===== config.mk =====
export PLATFORM = sky130hd
export DESIGN_NAME = load_store_unit
export DESIGN_NICKNAME = d
export VERILOG_FILES = /design/src/rtl/lsu_pkg.sv /design/src/rtl/lsu_lane.sv /design/src/rtl/load_store_unit.sv
export SDC_FILE = /design/constraint.sdc
export NUM_CORES = 1
export LEC_CHECK = 0
export ABC_AREA = 0
export BUFFER_PORTS_ARGS = -buffer_cell sky130_fd_sc_hd__buf_4
export CORE_MARGIN = 2
export CORE_UTILIZATION = 31
export CTS_BUF_LIST = sky130_fd_sc_hd__clkbuf_16
export CTS_CLUSTER_DIAMETER = 60
export CTS_CLUSTER_SIZE = 12
export DETAILED_ROUTE_END_ITERATION = 6
export GPL_TIMING_DRIVEN = 1
export REMOVE_ABC_BUFFERS = 1
export SYNTH_ARGS = -nofsm -noshare
export SYNTH_HDL_FRONTEND = slang
export SYNTH_HIERARCHICAL = 1
export SYNTH_SLANG_ARGS = --single-unit

===== constraint.sdc =====
create_clock -name clk -period 2.4 [get_ports clk]
set_input_delay 0.12 -clock clk [delete_from_list [all_inputs] [get_ports clk]]
set_output_delay 0.12 -clock clk [all_outputs]
set_load 0.02 [all_outputs]

===== src/rtl/lsu_pkg.sv =====
// Shared encodings for the load/store unit: op codes, FSM states, byte-enable constants.
// The LSU_MISALIGN_TRAP_EN macro adds the FAULT state.
package lsu_pkg;

  localparam int unsigned LSU_DATA_W = 32;
  localparam int unsigned LSU_BE_W   = 4;

  typedef enum logic [1:0] {
    LSU_LB = 2'b00,
    LSU_LW = 2'b01,
    LSU_SB = 2'b10,
    LSU_SW = 2'b11
  } lsu_op_e;

  typedef enum logic [1:0] {
    ST_IDLE  = 2'b00,
    ST_REQ   = 2'b01,
    ST_DONE  = 2'b10
`ifdef LSU_MISALIGN_TRAP_EN
    ,
    ST_FAULT = 2'b11
`endif
  } lsu_state_e;

  localparam logic [LSU_BE_W-1:0] BE_WORD  = 4'b1111;
  localparam logic [LSU_BE_W-1:0] BE_BYTE0 = 4'b0001;

  function automatic logic op_is_store(input lsu_op_e op);
    return (op == LSU_SB) || (op == LSU_SW);
  endfunction

  function automatic logic op_is_byte(input lsu_op_e op);
    return (op == LSU_LB) || (op == LSU_SB);
  endfunction

endpackage


===== src/rtl/lsu_lane.sv =====
// Combinational byte-lane steering: store enables/data replication and load byte extraction
// with sign extension.
module lsu_lane
  import lsu_pkg::*;
(
  input  lsu_op_e                 op_i,
  input  logic [1:0]              a_i,
  input  logic [LSU_DATA_W-1:0]   wdata_i,
  input  logic [LSU_DATA_W-1:0]   rdata_i,
  output logic [LSU_BE_W-1:0]     be_o,
  output logic [LSU_DATA_W-1:0]   wdata_o,
  output logic [LSU_DATA_W-1:0]   ld_data_o
);

  logic [7:0] rbyte;

  always_comb begin
    case (a_i)
      2'd0:    rbyte = rdata_i[7:0];
      2'd1:    rbyte = rdata_i[15:8];
      2'd2:    rbyte = rdata_i[23:16];
      default: rbyte = rdata_i[31:24];
    endcase
  end

  always_comb begin
    be_o      = BE_WORD;
    wdata_o   = wdata_i;
    ld_data_o = rdata_i;
    if (op_is_byte(op_i)) begin
      be_o      = BE_BYTE0 << a_i;
      wdata_o   = {4{wdata_i[7:0]}};
      ld_data_o = {{24{rbyte[7]}}, rbyte};
    end
  end

endmodule


===== src/rtl/load_store_unit.sv =====
// Memory-access stage: one outstanding req/ack transaction, lane formatting, load write-back.
// Define LSU_MISALIGN_TRAP_EN to trap misaligned LW/SW through a one-cycle FAULT state.
module load_store_unit
  import lsu_pkg::*;
#(
  parameter int unsigned ADDR_W = 32,
  parameter int unsigned RD_W   = 5
) (
  input  logic                  clk,
  input  logic                  rst_n,
  input  logic                  ex_valid,
  input  logic [1:0]            ex_op,
  input  logic [ADDR_W-1:0]     ex_addr,
  input  logic [31:0]           ex_wdata,
  input  logic [RD_W-1:0]       ex_rd,
  output logic                  lsu_busy,
  output logic                  mem_req,
  output logic                  mem_we,
  output logic [ADDR_W-1:0]     mem_addr,
  output logic [31:0]           mem_wdata,
  output logic [3:0]            mem_be,
  input  logic                  mem_ack,
  input  logic [31:0]           mem_rdata,
  output logic                  wb_valid,
  output logic [RD_W-1:0]       wb_rd,
  output logic [31:0]           wb_data
`ifdef LSU_MISALIGN_TRAP_EN
  ,
  output logic                  fault
`endif
);

  lsu_state_e        state_q, state_d;
  lsu_op_e           op_q, op_d;
  logic [1:0]        a_q, a_d;
  logic [RD_W-1:0]   rd_q, rd_d;
  logic              busy_q, busy_d;
  logic              mem_req_q, mem_req_d;
  logic              mem_we_q, mem_we_d;
  logic [ADDR_W-1:0] mem_addr_q, mem_addr_d;
  logic [31:0]       mem_wdata_q, mem_wdata_d;
  logic [3:0]        mem_be_q, mem_be_d;
  logic              wb_valid_q, wb_valid_d;
  logic [RD_W-1:0]   wb_rd_q, wb_rd_d;
  logic [31:0]       wb_data_q, wb_data_d;
`ifdef LSU_MISALIGN_TRAP_EN
  logic              fault_q, fault_d;
`endif

  lsu_op_e     lane_op;
  logic [1:0]  lane_a;
  logic [3:0]  lane_be;
  logic [31:0] lane_wdata;
  logic [31:0] lane_ld;
  logic        trap_c;

  // Lane logic sees the incoming op while idle and the latched op during the transaction.
  assign lane_op = (state_q == ST_IDLE) ? lsu_op_e'(ex_op) : op_q;
  assign lane_a  = (state_q == ST_IDLE) ? ex_addr[1:0] : a_q;

  lsu_lane u_lane (
    .op_i      (lane_op),
    .a_i       (lane_a),
    .wdata_i   (ex_wdata),
    .rdata_i   (mem_rdata),
    .be_o      (lane_be),
    .wdata_o   (lane_wdata),
    .ld_data_o (lane_ld)
  );

`ifdef LSU_MISALIGN_TRAP_EN
  assign trap_c = !op_is_byte(lsu_op_e'(ex_op)) && (ex_addr[1:0] != 2'b00);
`else
  assign trap_c = 1'b0;
`endif

  always_ff @(posedge clk) begin
    if (!rst_n) begin
      state_q     <= ST_IDLE;
      op_q        <= LSU_LB;
      a_q         <= 2'b00;
      rd_q        <= '0;
      busy_q      <= 1'b0;
      mem_req_q   <= 1'b0;
      mem_we_q    <= 1'b0;
      mem_addr_q  <= '0;
      mem_wdata_q <= '0;
      mem_be_q    <= '0;
      wb_valid_q  <= 1'b0;
      wb_rd_q     <= '0;
      wb_data_q   <= '0;
`ifdef LSU_MISALIGN_TRAP_EN
      fault_q     <= 1'b0;
`endif
    end else begin
      state_q     <= state_d;
      op_q        <= op_d;
      a_q         <= a_d;
      rd_q        <= rd_d;
      busy_q      <= busy_d;
      mem_req_q   <= mem_req_d;
      mem_we_q    <= mem_we_d;
      mem_addr_q  <= mem_addr_d;
      mem_wdata_q <= mem_wdata_d;
      mem_be_q    <= mem_be_d;
      wb_valid_q  <= wb_valid_d;
      wb_rd_q     <= wb_rd_d;
      wb_data_q   <= wb_data_d;
`ifdef LSU_MISALIGN_TRAP_EN
      fault_q     <= fault_d;
`endif
    end
  end

  always_comb begin
    state_d     = state_q;
    op_d        = op_q;
    a_d         = a_q;
    rd_d        = rd_q;
    busy_d      = busy_q;
    mem_req_d   = mem_req_q;
    mem_we_d    = mem_we_q;
    mem_addr_d  = mem_addr_q;
    mem_wdata_d = mem_wdata_q;
    mem_be_d    = mem_be_q;
    wb_valid_d  = 1'b0;
    wb_rd_d     = wb_rd_q;
    wb_data_d   = wb_data_q;
`ifdef LSU_MISALIGN_TRAP_EN
    fault_d     = 1'b0;
`endif

    case (state_q)
      ST_IDLE: begin
        if (ex_valid) begin
          op_d   = lsu_op_e'(ex_op);
          a_d    = ex_addr[1:0];
          rd_d   = ex_rd;
          busy_d = 1'b1;
          if (trap_c) begin
`ifdef LSU_MISALIGN_TRAP_EN
            state_d = ST_FAULT;
            fault_d = 1'b1;
`endif
          end else begin
            state_d     = ST_REQ;
            mem_req_d   = 1'b1;
            mem_we_d    = ex_op[1];
            mem_addr_d  = {ex_addr[ADDR_W-1:2], 2'b00};
            mem_wdata_d = lane_wdata;
            mem_be_d    = lane_be;
          end
        end
      end
      ST_REQ: begin
        // Request fields stay held until ack; a concurrent ex_valid is not looked at here.
        if (mem_ack) begin
          mem_req_d = 1'b0;
          if (op_is_store(op_q)) begin
            state_d = ST_IDLE;
            busy_d  = 1'b0;
          end else begin
            state_d    = ST_DONE;
            wb_valid_d = 1'b1;
            wb_rd_d    = rd_q;
            wb_data_d  = lane_ld;
          end
        end
      end
      ST_DONE: begin
        state_d = ST_IDLE;
        busy_d  = 1'b0;
      end
`ifdef LSU_MISALIGN_TRAP_EN
      ST_FAULT: begin
        state_d = ST_IDLE;
        busy_d  = 1'b0;
      end
`endif
      default: begin
        state_d   = ST_IDLE;
        busy_d    = 1'b0;
        mem_req_d = 1'b0;
      end
    endcase
  end

  assign lsu_busy  = busy_q;
  assign mem_req   = mem_req_q;
  assign mem_we    = mem_we_q;
  assign mem_addr  = mem_addr_q;
  assign mem_wdata = mem_wdata_q;
  assign mem_be    = mem_be_q;
  assign wb_valid  = wb_valid_q;
  assign wb_rd     = wb_rd_q;
  assign wb_data   = wb_data_q;
`ifdef LSU_MISALIGN_TRAP_EN
  assign fault     = fault_q;
`endif

endmodule


==> impl_summary.md <==
Outcome
The run finished with clean final reports.

Clock network
TritonCTS built the clock tree. The count of instances resized after the clock tree is built is 0. The clock transition time at the flip-flop clock pins of the worst setup and hold paths is 60 ps. The H-tree generated during clock tree synthesis spans 4 levels. Clock tree synthesis inserted a total of 17 buffers. The clock passes through at most 2 buffers. The clock latency on the worst-skew pair is 410 ps. The root buffer selected by CTS is sky130_fd_sc_hd__clkbuf_16. The number of sinks driven by the clock tree is 117.

Placed design
The congestion estimate from routability-driven global placement came to 0.741. OpenSTA, run right after detailed placement, puts the worst setup slack at 342 ps. The detailed placement HPWL is 10.0 mm.

Buffers placed on the I/O ports in this run total 213.

Worst setup path
The critical path ends at wb_data[3]. The signal on the critical path passes through nor2_1 > mux2_2 > buf_4 > nor2_1 > nor2_1 > o22a_1 > nand3_1 > nand2_1. Of all nets on the critical path, the largest fanout is 15. The logic depth of the worst path, buffers included is 8.

STA puts the critical path data required time at 2760 ps. The number of cells on the worst reg-to-reg path is 8. The peak per-stage delay on the critical path is 470 ps. The startpoint of the most critical setup path is state_q[1].

The slowest cell on the critical path is sky130_fd_sc_hd__nor2_1. The worst reg2reg path startpoint is state_q[1]. The library cell appearing most often on the critical path is sky130_fd_sc_hd__nor2_1.

The kind of critical path is reg -> reg. The worst endpoint data arrival time is 2460 ps. The cell family contributing the most delay on the critical path is simple AND/OR/NAND/NOR gates. The type of element capturing the critical path is a flip-flop. The kind of launch point of the worst setup path is a flip-flop. The slack of the worst reg-to-reg path is 300 ps. The number of buffers and inverters on the critical path is 1.

The endpoint identified for the worst register-to-register timing path is wb_data[3].

Global route
The number of global-route vias before repair came to 4,731. The maximum number of pins on one net before global-route repair is 89. Global routing used 16.5% of the available tracks. The number of antenna violations at the first check in global routing is 0.

The total overflow left after global routing is 0. The first global-routing pass estimated 24.0 mm of wire.

Floorplanning
The number of primary I/O pins is 216. The floorplan step set the die height to 135 um. The effective utilization at floorplan is 31.3%. The floorplan step defined a core boundary enclosing 17,100 um2. The die covers 18,300 um2. The floorplan has 48 rows. The overall die width is 135 um.

Pwr
The analysis attributes to net switching a power of 1.55 mW. The clock network power share is 40.8%. Combinational cells account for 20.7% of the total power. Cell internal power was estimated by the tool at 3.99 mW. The part of the power in registers is 38.5%. Dividing total power by cell area gives a power density of 698 nW/um2. For this design the static power due to leakage is 3.70 nW. The power after layout is 5.54 mW. The fraction of power spent switching nets is 28.0%. The worst-case IR drop observed on VDD is 0.469 mV.

Detailed routing
After detailed routing, the total wire length is 15.2 mm. The via count of the routed design is 5,147. In this run the remaining antenna-violating nets after routing total 0. The detailed router finished its first iteration with 273 violations. The average wire per cell in the routed design is 13.5 um. For this run, design rule violations remaining after detail routing come to 0.

After detailed routing, the number of vias per cell comes to 4.57. The number of search-and-repair iterations in the first detailed-routing pass is 5.

Timing
The final-layout setup total negative slack is 0 ps. The slew of the pin with the lowest slew margin is 748 ps. The part of the cycle the worst path needs is 87.6%.

The count of endpoints failing hold in the final timing report is 0. The post-route minimum period is 2100 ps. The number of pins with negative max-slew slack in the final report came to 0. Setup repair after global routing left no endpoint under its margin.

Setup violations remaining at the end of the flow were counted as 0. After layout, the worst setup slack is 298 ps. The highest attainable clock frequency is 476 MHz. In this run the tightest slew margin relative to its limit is 50.1%.

Between clock sinks in the finished design, the worst skew comes to 18.7 ps.

Final layout
Across the whole layout, storage elements account for 2340 um2. At the end of the flow the core is filled with cells to 46.5%. The multi-input combinational cells in the finished layout cover a total of 2490 um2. Fill cells in the final layout number 1,731.

The layout net count is 997. Leaving out fill and tap cells, the most frequent cells in the layout are sky130_fd_sc_hd__buf_4 (222), sky130_fd_sc_hd__nand2_1 (158), sky130_fd_sc_hd__nand3_1 (140). Cells with a size suffix above 1 make up 31.4% of the layout. Leaving out fill and tap cells, the most frequent cell in the layout is sky130_fd_sc_hd__buf_4.

The signed area change from the synthesized netlist to the final layout is 48.6%. The diode insertion count for antenna repair is 0.

Synth
Counting every instance in the synthesized netlist gives 667. After synthesis, the mean cell area works out to 8.01 um2. The cell area that synthesis handed to floorplanning was 5340 um2.

For this run, the number of Yosys warnings is 6.

Worst hold path
The path class of the lowest-slack min-delay path is in -> reg. The worst hold path was traced through 5 stages.

Run
The number of maximum-capacitance constraint violations is 0.
[tightest hold or removal path, cell delays in order]
cell and delay [ps]:
sky130_fd_sc_hd__buf_4 70, sky130_fd_sc_hd__nand2_1 40, sky130_fd_sc_hd__nand2_1 50, sky130_fd_sc_hd__nand3_1 50, sky130_fd_sc_hd__o21ai_1 60
[routing by layer]
layer | GRT usage, % | vias to the layer above | wire length [um]
met5 | 0 | - | 0
met2 | 27.5 | 148 | 7290
li1 | - | 2704 | -
met3 | 5.27 | 11 | 1060
met1 | 20.3 | 2284 | 6740
met4 | 5.38 | 0 | 128
[layout make-up]
| type | count | area share, % |
|---|---|---|
| clock buffer | 17 | 5.36 |
| clock inverter | 14 | 1.21 |
| inverter | 3 | 0.142 |
| multi-input combinational | 474 | 31.4 |
| sequential | 117 | 29.5 |
| tap | 225 | 3.55 |
| timing repair buffer | 277 | 28.8 |
[stage by stage]
step | area [um2] | hold slack (ps) | instances
after floorplan | 4840 | 242 | 594
after global routing | 7940 | 33.5 | 1127
after global placement | 6950 | 342 | 1049
after CTS | 7940 | 12.5 | 1127
after detailed placement | 6950 | 347 | 1049
final | 7940 | 20.1 | 1127
[state kept, by name, indices dropped and copies added (netlist names)]
signal	count
wb_data	32
state_q	2
mem_be	4
mem_addr	30
mem_we	1
mem_wdata	32
a_q	2
lsu_busy	1
wb_valid	1
rd_q	5
op_q	1
mem_req	1
wb_rd	5
[worst min-delay path by stage]
stage                    end          from  slack [ps]
3_5_place_dp    mem_addr[20]   ex_addr[20]         350
2_1_floorplan     state_q[1]         rst_n         240
5_1_grt         mem_wdata[8]   ex_wdata[8]          30
4_1_cts        mem_wdata[14]  ex_wdata[14]          10
3_3_place_gp    mem_addr[20]   ex_addr[20]         340
6_report       mem_wdata[17]  ex_wdata[17]          20
[power groups by stage]
stage / combinational, mW / sequential [mW] / clock [mW]
5_1_grt: 1.25 / 2.15 / 2.43
4_1_cts: 1.16 / 2.13 / 2.33
2_1_floorplan: 0.411 / 2.31 / 0
6_report: 1.15 / 2.13 / 2.26
3_5_place_dp: 1.09 / 2.17 / 0
3_3_place_gp: 1.09 / 2.17 / 0
[what timing repair did]
action / in CTS / in global routing
buffers inserted: 0 / 0
hold buffers: 47 / 0
setup endpoints to repair: 0 / 0
endpoints found under the hold margin: 47 / 0
(Power assumes the default switching activity.)
